==> config.mk <==
export PLATFORM = sky130hd
export DESIGN_NAME = i2c_target_ctrl
export DESIGN_NICKNAME = d
export VERILOG_FILES = /design/src/rtl/i2c_pkg.sv /design/src/rtl/i2c_bus_sync.sv /design/src/rtl/i2c_target_ctrl.sv
export SDC_FILE = /design/constraint.sdc
export NUM_CORES = 1
export LEC_CHECK = 0
export ABC_AREA = 1
export ABC_CLOCK_PERIOD_IN_PS = 1600
export CELL_PAD_IN_SITES_DETAIL_PLACEMENT = 0
export CELL_PAD_IN_SITES_GLOBAL_PLACEMENT = 1
export CORE_MARGIN = 2
export CORE_UTILIZATION = 38
export DETAILED_ROUTE_END_ITERATION = 8
export PLACE_DENSITY = 0.79
export RECOVER_POWER = 100
export SLEW_MARGIN = 20
export SYNTH_ARGS = -nofsm -noshare
export SYNTH_HDL_FRONTEND = slang
export SYNTH_SLANG_ARGS = --single-unit
export TNS_END_PERCENT = 1
==> constraint.sdc <==
create_clock -name clk -period 1.6 [get_ports clk]
set_input_delay 0.32 -clock clk [delete_from_list [all_inputs] [get_ports clk]]
set_output_delay 0.32 -clock clk [all_outputs]
set_load 0.01 [all_outputs]
==> src/rtl/i2c_pkg.sv <==
`default_nettype none
// ============================================================================
// Module      : i2c_pkg
// Description : Shared types and constants for the I2C target controller:
//               protocol state enumeration, ACK/NACK bus levels, byte width
//               and the address-match helper.
// Revision    : 1.0 - initial release
// ============================================================================
package i2c_pkg;

    localparam int unsigned I2C_BYTE_W = 8;

    // Bus level a receiver puts on SDA in the acknowledge slot
    localparam logic I2C_ACK  = 1'b0;
    localparam logic I2C_NACK = 1'b1;

    typedef enum logic [3:0] {
        ST_IDLE      = 4'd0,
        ST_ADDR      = 4'd1,
        ST_ADDR_ACK  = 4'd2,
        ST_PTR       = 4'd3,
        ST_PTR_ACK   = 4'd4,
        ST_WDATA     = 4'd5,
        ST_WDATA_ACK = 4'd6,
        ST_RDATA     = 4'd7,
        ST_RDATA_ACK = 4'd8
    } i2c_state_t;

    // Address byte is {addr[6:0], rw}; only the upper seven bits select the target
    function automatic logic addr_match(input logic [I2C_BYTE_W-1:0] addr_byte,
                                        input logic [6:0]            dev);
        return addr_byte[I2C_BYTE_W-1:1] == dev;
    endfunction

endpackage
`default_nettype wire

==> src/rtl/i2c_bus_sync.sv <==
`default_nettype none
// ============================================================================
// Module      : i2c_bus_sync
// Description : Two-flop synchronizers for the raw SCL/SDA pad inputs plus a
//               third flop stage for edge detection. Produces SCL edges and
//               START/STOP conditions in the clk domain.
// Revision    : 1.0 - initial release
// ============================================================================
module i2c_bus_sync (
    input  logic clk,
    input  logic rst,
    input  logic scl_i,
    input  logic sda_i,
    output logic scl_s,
    output logic sda_s,
    output logic scl_rise,
    output logic scl_fall,
    output logic start_det,
    output logic stop_det
);

    logic r_scl_meta;
    logic r_sda_meta;
    logic r_scl_prev;
    logic r_sda_prev;

    // Synchronizer chain; resets to the idle (released, high) bus level so no
    // false edge is seen when reset is removed
    always_ff @(posedge clk) begin
        if (rst) begin
            r_scl_meta <= 1'b1;
            r_sda_meta <= 1'b1;
            scl_s      <= 1'b1;
            sda_s      <= 1'b1;
            r_scl_prev <= 1'b1;
            r_sda_prev <= 1'b1;
        end else begin
            r_scl_meta <= scl_i;
            r_sda_meta <= sda_i;
            scl_s      <= r_scl_meta;
            sda_s      <= r_sda_meta;
            r_scl_prev <= scl_s;
            r_sda_prev <= sda_s;
        end
    end

    // Edge and bus-condition decode from the synchronized and delayed copies
    always_comb begin
        scl_rise  =  scl_s & ~r_scl_prev;
        scl_fall  = ~scl_s &  r_scl_prev;
        start_det =  scl_s &  r_sda_prev & ~sda_s;
        stop_det  =  scl_s & ~r_sda_prev &  sda_s;
    end

endmodule
`default_nettype wire

==> src/rtl/i2c_target_ctrl.sv <==
`default_nettype none
// ============================================================================
// Module      : i2c_target_ctrl
// Description : I2C target protocol controller. Matches a 7-bit device
//               address, loads a register pointer on writes, and converts
//               bus transfers into single-cycle register read/write strobes
//               with an auto-incrementing, wrapping pointer. SDA is driven
//               open-drain through sda_oe only.
// Revision    : 1.0 - initial release
// ============================================================================
module i2c_target_ctrl
    import i2c_pkg::*;
#(
    parameter logic [6:0]  DEV_ADDR = 7'h2A,
    parameter int unsigned REG_AW   = 4
) (
    input  logic                  clk,
    input  logic                  rst,
    input  logic                  scl_i,
    input  logic                  sda_i,
    output logic                  sda_oe,
    output logic [REG_AW-1:0]     reg_addr,
    output logic [I2C_BYTE_W-1:0] reg_wdata,
    output logic                  reg_we,
    output logic                  reg_re,
    input  logic [I2C_BYTE_W-1:0] reg_rdata,
    output logic                  busy
);

    localparam logic [3:0]        c_byte_done = 4'd8;
    localparam logic [REG_AW-1:0] c_ptr_one   = {{(REG_AW-1){1'b0}}, 1'b1};

    logic w_scl_s;
    logic w_sda_s;
    logic w_scl_rise;
    logic w_scl_fall;
    logic w_start;
    logic w_stop;

    i2c_state_t            r_state;
    logic [3:0]            r_bit_cnt;
    logic [I2C_BYTE_W-1:0] r_shift;
    logic                  r_rw;
    logic                  r_mack;
    logic                  r_re_d;

    i2c_bus_sync u_bus_sync (
        .clk       (clk),
        .rst       (rst),
        .scl_i     (scl_i),
        .sda_i     (sda_i),
        .scl_s     (w_scl_s),
        .sda_s     (w_sda_s),
        .scl_rise  (w_scl_rise),
        .scl_fall  (w_scl_fall),
        .start_det (w_start),
        .stop_det  (w_stop)
    );

    // Protocol sequencer: START/STOP override every state; bits are sampled on
    // SCL rise and SDA is only changed after an SCL fall (while SCL is low)
    always_ff @(posedge clk) begin
        if (rst) begin
            r_state   <= ST_IDLE;
            r_bit_cnt <= 4'd0;
            r_shift   <= '0;
            r_rw      <= 1'b0;
            r_mack    <= I2C_NACK;
            r_re_d    <= 1'b0;
            sda_oe    <= 1'b0;
            reg_addr  <= '0;
            reg_wdata <= '0;
            reg_we    <= 1'b0;
            reg_re    <= 1'b0;
            busy      <= 1'b0;
        end else begin
            reg_we <= 1'b0;
            reg_re <= 1'b0;
            r_re_d <= reg_re;

            // Pointer advances the cycle after a write strobe used it
            if (reg_we) begin
                reg_addr <= reg_addr + c_ptr_one;
            end

            // Bank data arrives the cycle after the read strobe. For every byte
            // after the first, the MSB goes out as soon as it is available, but
            // only while SCL is still low so SDA never moves during SCL high.
            if (r_re_d) begin
                r_shift <= reg_rdata;
                if (r_state == ST_RDATA && !w_scl_s) begin
                    sda_oe <= ~reg_rdata[I2C_BYTE_W-1];
                end
            end

            if (w_start) begin
                r_state   <= ST_ADDR;
                r_bit_cnt <= 4'd0;
                r_re_d    <= 1'b0;
                sda_oe    <= 1'b0;
                busy      <= 1'b0;
            end else if (w_stop) begin
                r_state   <= ST_IDLE;
                r_bit_cnt <= 4'd0;
                r_re_d    <= 1'b0;
                sda_oe    <= 1'b0;
                busy      <= 1'b0;
            end else begin
                case (r_state)
                    ST_IDLE: begin
                        sda_oe <= 1'b0;
                    end

                    ST_ADDR, ST_PTR, ST_WDATA: begin
                        if (w_scl_rise && r_bit_cnt != c_byte_done) begin
                            r_shift   <= {r_shift[I2C_BYTE_W-2:0], w_sda_s};
                            r_bit_cnt <= r_bit_cnt + 4'd1;
                        end else if (w_scl_fall && r_bit_cnt == c_byte_done) begin
                            r_bit_cnt <= 4'd0;
                            if (r_state == ST_ADDR) begin
                                if (addr_match(r_shift, DEV_ADDR)) begin
                                    // ACK, and for reads fetch the first byte now
                                    sda_oe  <= 1'b1;
                                    busy    <= 1'b1;
                                    r_rw    <= r_shift[0];
                                    reg_re  <= r_shift[0];
                                    r_state <= ST_ADDR_ACK;
                                end else begin
                                    r_state <= ST_IDLE;
                                end
                            end else if (r_state == ST_PTR) begin
                                reg_addr <= r_shift[REG_AW-1:0];
                                sda_oe   <= 1'b1;
                                r_state  <= ST_PTR_ACK;
                            end else begin
                                reg_we    <= 1'b1;
                                reg_wdata <= r_shift;
                                sda_oe    <= 1'b1;
                                r_state   <= ST_WDATA_ACK;
                            end
                        end
                    end

                    ST_ADDR_ACK: begin
                        if (w_scl_fall) begin
                            r_bit_cnt <= 4'd0;
                            if (r_rw) begin
                                sda_oe  <= ~r_shift[I2C_BYTE_W-1];
                                r_state <= ST_RDATA;
                            end else begin
                                sda_oe  <= 1'b0;
                                r_state <= ST_PTR;
                            end
                        end
                    end

                    ST_PTR_ACK, ST_WDATA_ACK: begin
                        if (w_scl_fall) begin
                            sda_oe    <= 1'b0;
                            r_bit_cnt <= 4'd0;
                            r_state   <= ST_WDATA;
                        end
                    end

                    ST_RDATA: begin
                        if (w_scl_rise && r_bit_cnt != c_byte_done) begin
                            r_bit_cnt <= r_bit_cnt + 4'd1;
                        end else if (w_scl_fall) begin
                            if (r_bit_cnt == c_byte_done) begin
                                sda_oe  <= 1'b0;
                                r_state <= ST_RDATA_ACK;
                            end else if (r_bit_cnt != 4'd0) begin
                                r_shift <= {r_shift[I2C_BYTE_W-2:0], 1'b0};
                                sda_oe  <= ~r_shift[I2C_BYTE_W-2];
                            end
                        end
                    end

                    ST_RDATA_ACK: begin
                        if (w_scl_rise) begin
                            r_mack <= w_sda_s;
                        end else if (w_scl_fall) begin
                            r_bit_cnt <= 4'd0;
                            if (r_mack == I2C_ACK) begin
                                reg_addr <= reg_addr + c_ptr_one;
                                reg_re   <= 1'b1;
                                r_state  <= ST_RDATA;
                            end else begin
                                busy    <= 1'b0;
                                r_state <= ST_IDLE;
                            end
                        end
                    end

                    default: begin
                        sda_oe  <= 1'b0;
                        busy    <= 1'b0;
                        r_state <= ST_IDLE;
                    end
                endcase
            end
        end
    end

endmodule
`default_nettype wire

==> flow_summary.toml, run 1 <==
[floorplanning]
fp.dieW_um = 81.50
io-pin-count = 28
rows = 28
dieArea_um2 = 6641
die_h_um = 81.50
coreArea_um2 = 5851
initial_utilization_pct = 39.01

[synthesis]
synth_flop_cell = "dfxtp_1"
ys_types = 26
synthCells = 364
syn_area_um2 = 2282
synthArstFlopShare_pct = 0
synth_area_per_cell_um2 = 6.270
syn-num-nets = 379
ys_seq_area_share_pct = 35.96
synth_edf_count = 0
yosysWarnings = 0
synth-seq-cells = 41

[clocking]
postCtsHoldBufs = 0
h-tree-depth = 2
cts_sinks = 41
clk_latency_ns = 0.30
clk_pin_slew_ns = 0.09
cts_inserted_buffers = 5
cts_tree = "done"
root_buffer = "clkbuf_8"
cts_max_path_buffers = 2

[power]
cellPowerDensity_nw_per_um2 = 992.5
vdd_ir_drop_max_mv = 0.5324
p_leak_uw = 0.001432

[sta]
slew_headroom_pct = 82.17
fmax_mhz = 644.5
setup_slack_ns = 0.04852
slew_viol_final = 0
fin_setup_tns_ns = 0
post-route-period-util_pct = 96.97
setup_viol = 0
holdWs_ns = 0.4181
timing.final.hold_violations = 0
period_minus_slack_ns = 1.551
rsz0062_at_grt = "true"
worst_pin_slew_ns = 0.2672
finClkSkew_ns = 0.003971

[setup_path]
critical_path_required_ns = 1.28
start_kind = "flip-flop"
crit_buf_inv = 1
crit_fanout = 2
cp_cell_sequence = "clkdlybuf4s50_1"
critPathKind = "flip-flop to primary output"
critical-path-top-delay-family = "buffers and inverters"
end_kind = "primary output"
arrival_ns = 1.23
crit_slowest_cell = "clkdlybuf4s50_1"
slowest_delay_ns = 0.55

[grt]
grt_pass1_vias = 2178
grt_pass1_wl_um = 10710
grt_util_all_layers_pct = 21.07
grt.overflow.total = 0
antenna_found_initial = 0
grt_max_degree = 17

[finish]
nFillCells = 575
syn_to_final_growth_pct = 33.77
final_nets = 432
diodes = 0
drive_gt1_share_pct = 19.38
stdcell_count = 493
layout_common_cells = "nand2_1, inv_1, dfxtp_1"
layout_commonest_cell = "nand2_1"

[routing]
post-route-drc-count = 0
vias = 2448
viasPerCell = 4.966
detail_route.wl_per_cell_um = 13.11
firstDrtPassIters = 4
routed_wl_um = 6462
drt_iter0_markers = 178
drtAntennaViolNets = 0

[status]
outcome = "completed"

[place]
hpwl_um = 4784
place_congestion = 0.8680
io_buffers = 27
dp_cells = 485
post-place-ws_ns = -0.04773

[flow_run]
cap_violations = 0

[min_path]
holdCritPathClass = "flip-flop to flip-flop"
[path summary, 6_finish.rpt]
check / from / endpoint / slack, ns / cells past startpoint
setup reg to reg: r_bit_cnt[0] / r_state[0] / 0.12 / 11
hold reg to reg: u_bus_sync.r_sda_meta / u_bus_sync.sda_s / 0.42 / 1
hold / removal: u_bus_sync.r_sda_meta / u_bus_sync.sda_s / 0.42 / 1
setup / recovery: sda_oe / sda_oe / 0.05 / 1
[cell usage after synthesis (4+ instances only)]
cell type,number,area share [%]
nor2_1,30,4.9
a21oi_1,23,5.0
nand3_1,23,5.0
inv_1,38,6.3
dfxtp_1,41,36
inv_2,7,1.2
or2_2,5,1.4
nand4_1,7,1.9
o21ai_0,32,7.0
xnor2_1,4,1.5
nor2_2,7,1.9
nand2_1,123,20
[state kept, by name (all words and copies together), names as in the netlist]
signal / cells
r_shift: 8
reg_wdata: 8
r_bit_cnt: 4
r_state: 4
reg_addr: 4
busy: 1
r_mack: 1
r_re_d: 1
r_rw: 1
reg_re: 1
reg_we: 1
sda_oe: 1
u_bus_sync.r_scl_meta: 1
u_bus_sync.r_scl_prev: 1
u_bus_sync.r_sda_meta: 1
u_bus_sync.r_sda_prev: 1
u_bus_sync.scl_s: 1
u_bus_sync.sda_s: 1
[kinds of logic (layout without fill, tap and decap cells)]
| kind of cell | count (synthesis) | count (layout) | share of synthesized area [%] |
|---|---|---|---|
| AND/OR/NAND/NOR | 202 | 202 | 37.34 |
| buffers and inverters | 52 | 106 | 9.156 |
| AO/OA/AOI/OAI | 61 | 61 | 13.98 |
| XOR/XNOR | 5 | 5 | 1.919 |
| adder cells (fa/ha/maj) | 3 | 3 | 1.645 |
| flip-flops | 41 | 41 | 35.97 |
[what timing repair did]
action,4_1_cts,5_1_grt
buffers inserted,0,0
gates cloned,0,0
setup endpoints to repair,13,31
pin swaps,0,2
resized for setup,7,32
[per-stage QoR]
stage / area, um^2 / power (uW) / utilization, %
6_report: 3053 / 3030 / 52.18
5_1_grt: 3053 / 3214 / 52.18
4_1_cts: 2962 / 2960 / 50.62
3_5_place_dp: 2814 / 1922 / 48.10
3_3_place_gp: 2814 / 1933 / 48.10
2_1_floorplan: 2282 / 1655 / -
[per-layer routing]
layer / up-vias / wire [um] / track usage, % / share of wire (%)
met5: - / 0 / 0 / 0
met4: 0 / 113 / 5.593 / 1.7
met3: 11 / 277 / 4.176 / 4.3
met2: 59 / 2954 / 33.52 / 46
met1: 1114 / 3117 / 29.15 / 48
li1: 1264 / - / - / -
[area by class of cell]
class,count,area [um^2],area share (%)
multi-input combinational,271,1343,43.98
sequential,41,828.3,27.13
timing repair buffer,53,481.7,15.78
inverter,45,168.9,5.533
tap,75,93.84,3.074
clock buffer,5,68.82,2.254
clock inverter,3,68.82,2.254
[power by group]
group / switching (uW) / leakage [uW] / internal [uW] / total (uW)
clock network: 407 / 0.0000687 / 629 / 1040
registers: 41.8 / 0.000335 / 1070 / 1110
logic: 529 / 0.00103 / 356 / 885
(Power assumes the default switching activity.)
==> run 2, diff against run 1 <==
ABC_CLOCK_PERIOD_IN_PS = 1710   (was 1600)
CAP_MARGIN = 20   (was unset)
TNS_END_PERCENT = unset   (was 1)
clock period = 1.71 ns   (was 1.6 ns; I/O delays follow)
==> flow_summary.toml, run 2 (synthesis gave the netlist of run 1 again) <==
[clocking]
cts_inserted_buffers = 5
root_buffer = "clkbuf_8"
cts_sinks = 41
cts_tree = "done"
postCtsHoldBufs = 0
clk_pin_slew_ns = 0.09
cts_max_path_buffers = 2
h-tree-depth = 2
clk_latency_ns = 0.30

[grt]
grt.overflow.total = 0
grt_pass1_vias = 2058
grt_max_degree = 17
antenna_found_initial = 0
grt_util_all_layers_pct = 20.01
grt_pass1_wl_um = 10030

[routing]
detail_route.wl_per_cell_um = 12.81
drtAntennaViolNets = 0
post-route-drc-count = 0
routed_wl_um = 6176
viasPerCell = 4.826
vias = 2326
firstDrtPassIters = 4
drt_iter0_markers = 141

[finish]
drive_gt1_share_pct = 15.23
top_regs = "r_shift (8), reg_wdata (8)"
final_nets = 421
finalInstanceArea_um2 = 2907
layout_common_cells = "nand2_1, dfxtp_1, inv_1"
stdcell_count = 482
diodes = 0
syn_to_final_growth_pct = 27.36
layout_commonest_cell = "nand2_1"

[setup_path]
critical-path-top-delay-family = "buffers and inverters"
worst-r2r-cell-count = 10
start_kind = "flip-flop"
end_kind = "primary output"
path_depth = 1
crit_slowest_cell = "clkdlybuf4s50_1"
slowest_delay_ns = 0.57
reg2reg_from = "u_bus_sync.scl_s"
crit_fanout = 5
critical_path_required_ns = 1.37
crit_buf_inv = 1
ff2ff_setup_slack_ns = 0.14
cp_cell_sequence = "clkdlybuf4s50_1"
rr_endpoint = "reg_addr[1]"
arrival_ns = 1.30
critPathKind = "flip-flop to primary output"

[floorplanning]
coreArea_um2 = 5851
initial_utilization_pct = 39.01
die_h_um = 81.50
rows = 28
dieArea_um2 = 6641
io-pin-count = 28
fp.dieW_um = 81.50

[sta]
finClkSkew_ns = 0.006966
slew_viol_final = 0
timing.final.hold_violations = 0
rsz0062_at_grt = "true"
worst_pin_slew_ns = 0.3907
setup_slack_ns = 0.06590
post-route-period-util_pct = 96.15
slew_headroom_pct = 73.86
period_minus_slack_ns = 1.644
setup_viol = 0
fmax_mhz = 608.2

[flow_run]
cap_violations = 0

[min_path]
holdCritPathClass = "flip-flop to flip-flop"
worstHoldPathCells = 1
hp-start = "u_bus_sync.r_scl_meta"
hold_end = "u_bus_sync.scl_s"

[place]
dp_cells = 474
io_buffers = 27
placed_area_um2 = 2731
place_congestion = 0.8390
hpwl_um = 4724
post-place-ws_ns = 0.002101

[power]
cellPowerDensity_nw_per_um2 = 900.4
p_leak_uw = 0.001317
vdd_ir_drop_max_mv = 0.4426

[status]
outcome = "completed"
[run 2: metal layers]
metal	routed length [um]	vias up	track usage, %	share of wire [%]
li1	-	1241	-	-
met1	3106	1034	28.49	50
met5	0	-	0	0
met4	61	0	5.085	0.99
met3	195	6	3.407	3.2
met2	2812	45	31.39	46
[run 2: final cells by class]
cell class	count	area [um^2]
well taps	75	93.84
multi-input cells	271	1311
clock buffers	5	68.82
fillers	619	2944
repair buffers	42	395.4
flip-flops and latches	41	824.5
inverters	45	168.9
clock inverters	3	43.79
[run 2: how the worst max path moves through the flow]
stage / from / endpoint / slack, ns
after global placement: r_bit_cnt[0] / reg_addr[2] / 0.03
after floorplan: r_bit_cnt[0] / r_bit_cnt[0] / 0.26
after detailed placement: r_bit_cnt[0] / r_state[0] / 0.002
final: reg_we / reg_we / 0.07
after global routing: r_bit_cnt[0] / reg_addr[1] / -0.008
after CTS: r_bit_cnt[0] / r_state[0] / 0.05
[run 2: power by group]
group,switching [uW],internal (uW)
Clock,374,438
Sequential,44.6,1000
Combinational,473,286
[run 2: per-stage QoR]
stage | power [uW] | setup TNS (ns) | hold WS, ns | util, %
after floorplan | 1549 | 0 | 0.3895 | -
after global placement | 1759 | 0 | 0.3942 | 46.69
after detailed placement | 1749 | 0 | 0.3987 | 46.69
after CTS | 2553 | 0 | 0.4205 | 48.65
after global routing | 2772 | -0.007632 | 0.4446 | 49.68
final | 2617 | 0 | 0.4163 | 49.68
[run 2: repair_timing]
item,in CTS,in global routing
gates cloned,0,0
setup buffers,0,0
resized for setup,1,21
pin swaps,1,1
endpoints found under the setup margin,1,21
endpoints found under the hold margin,0,0
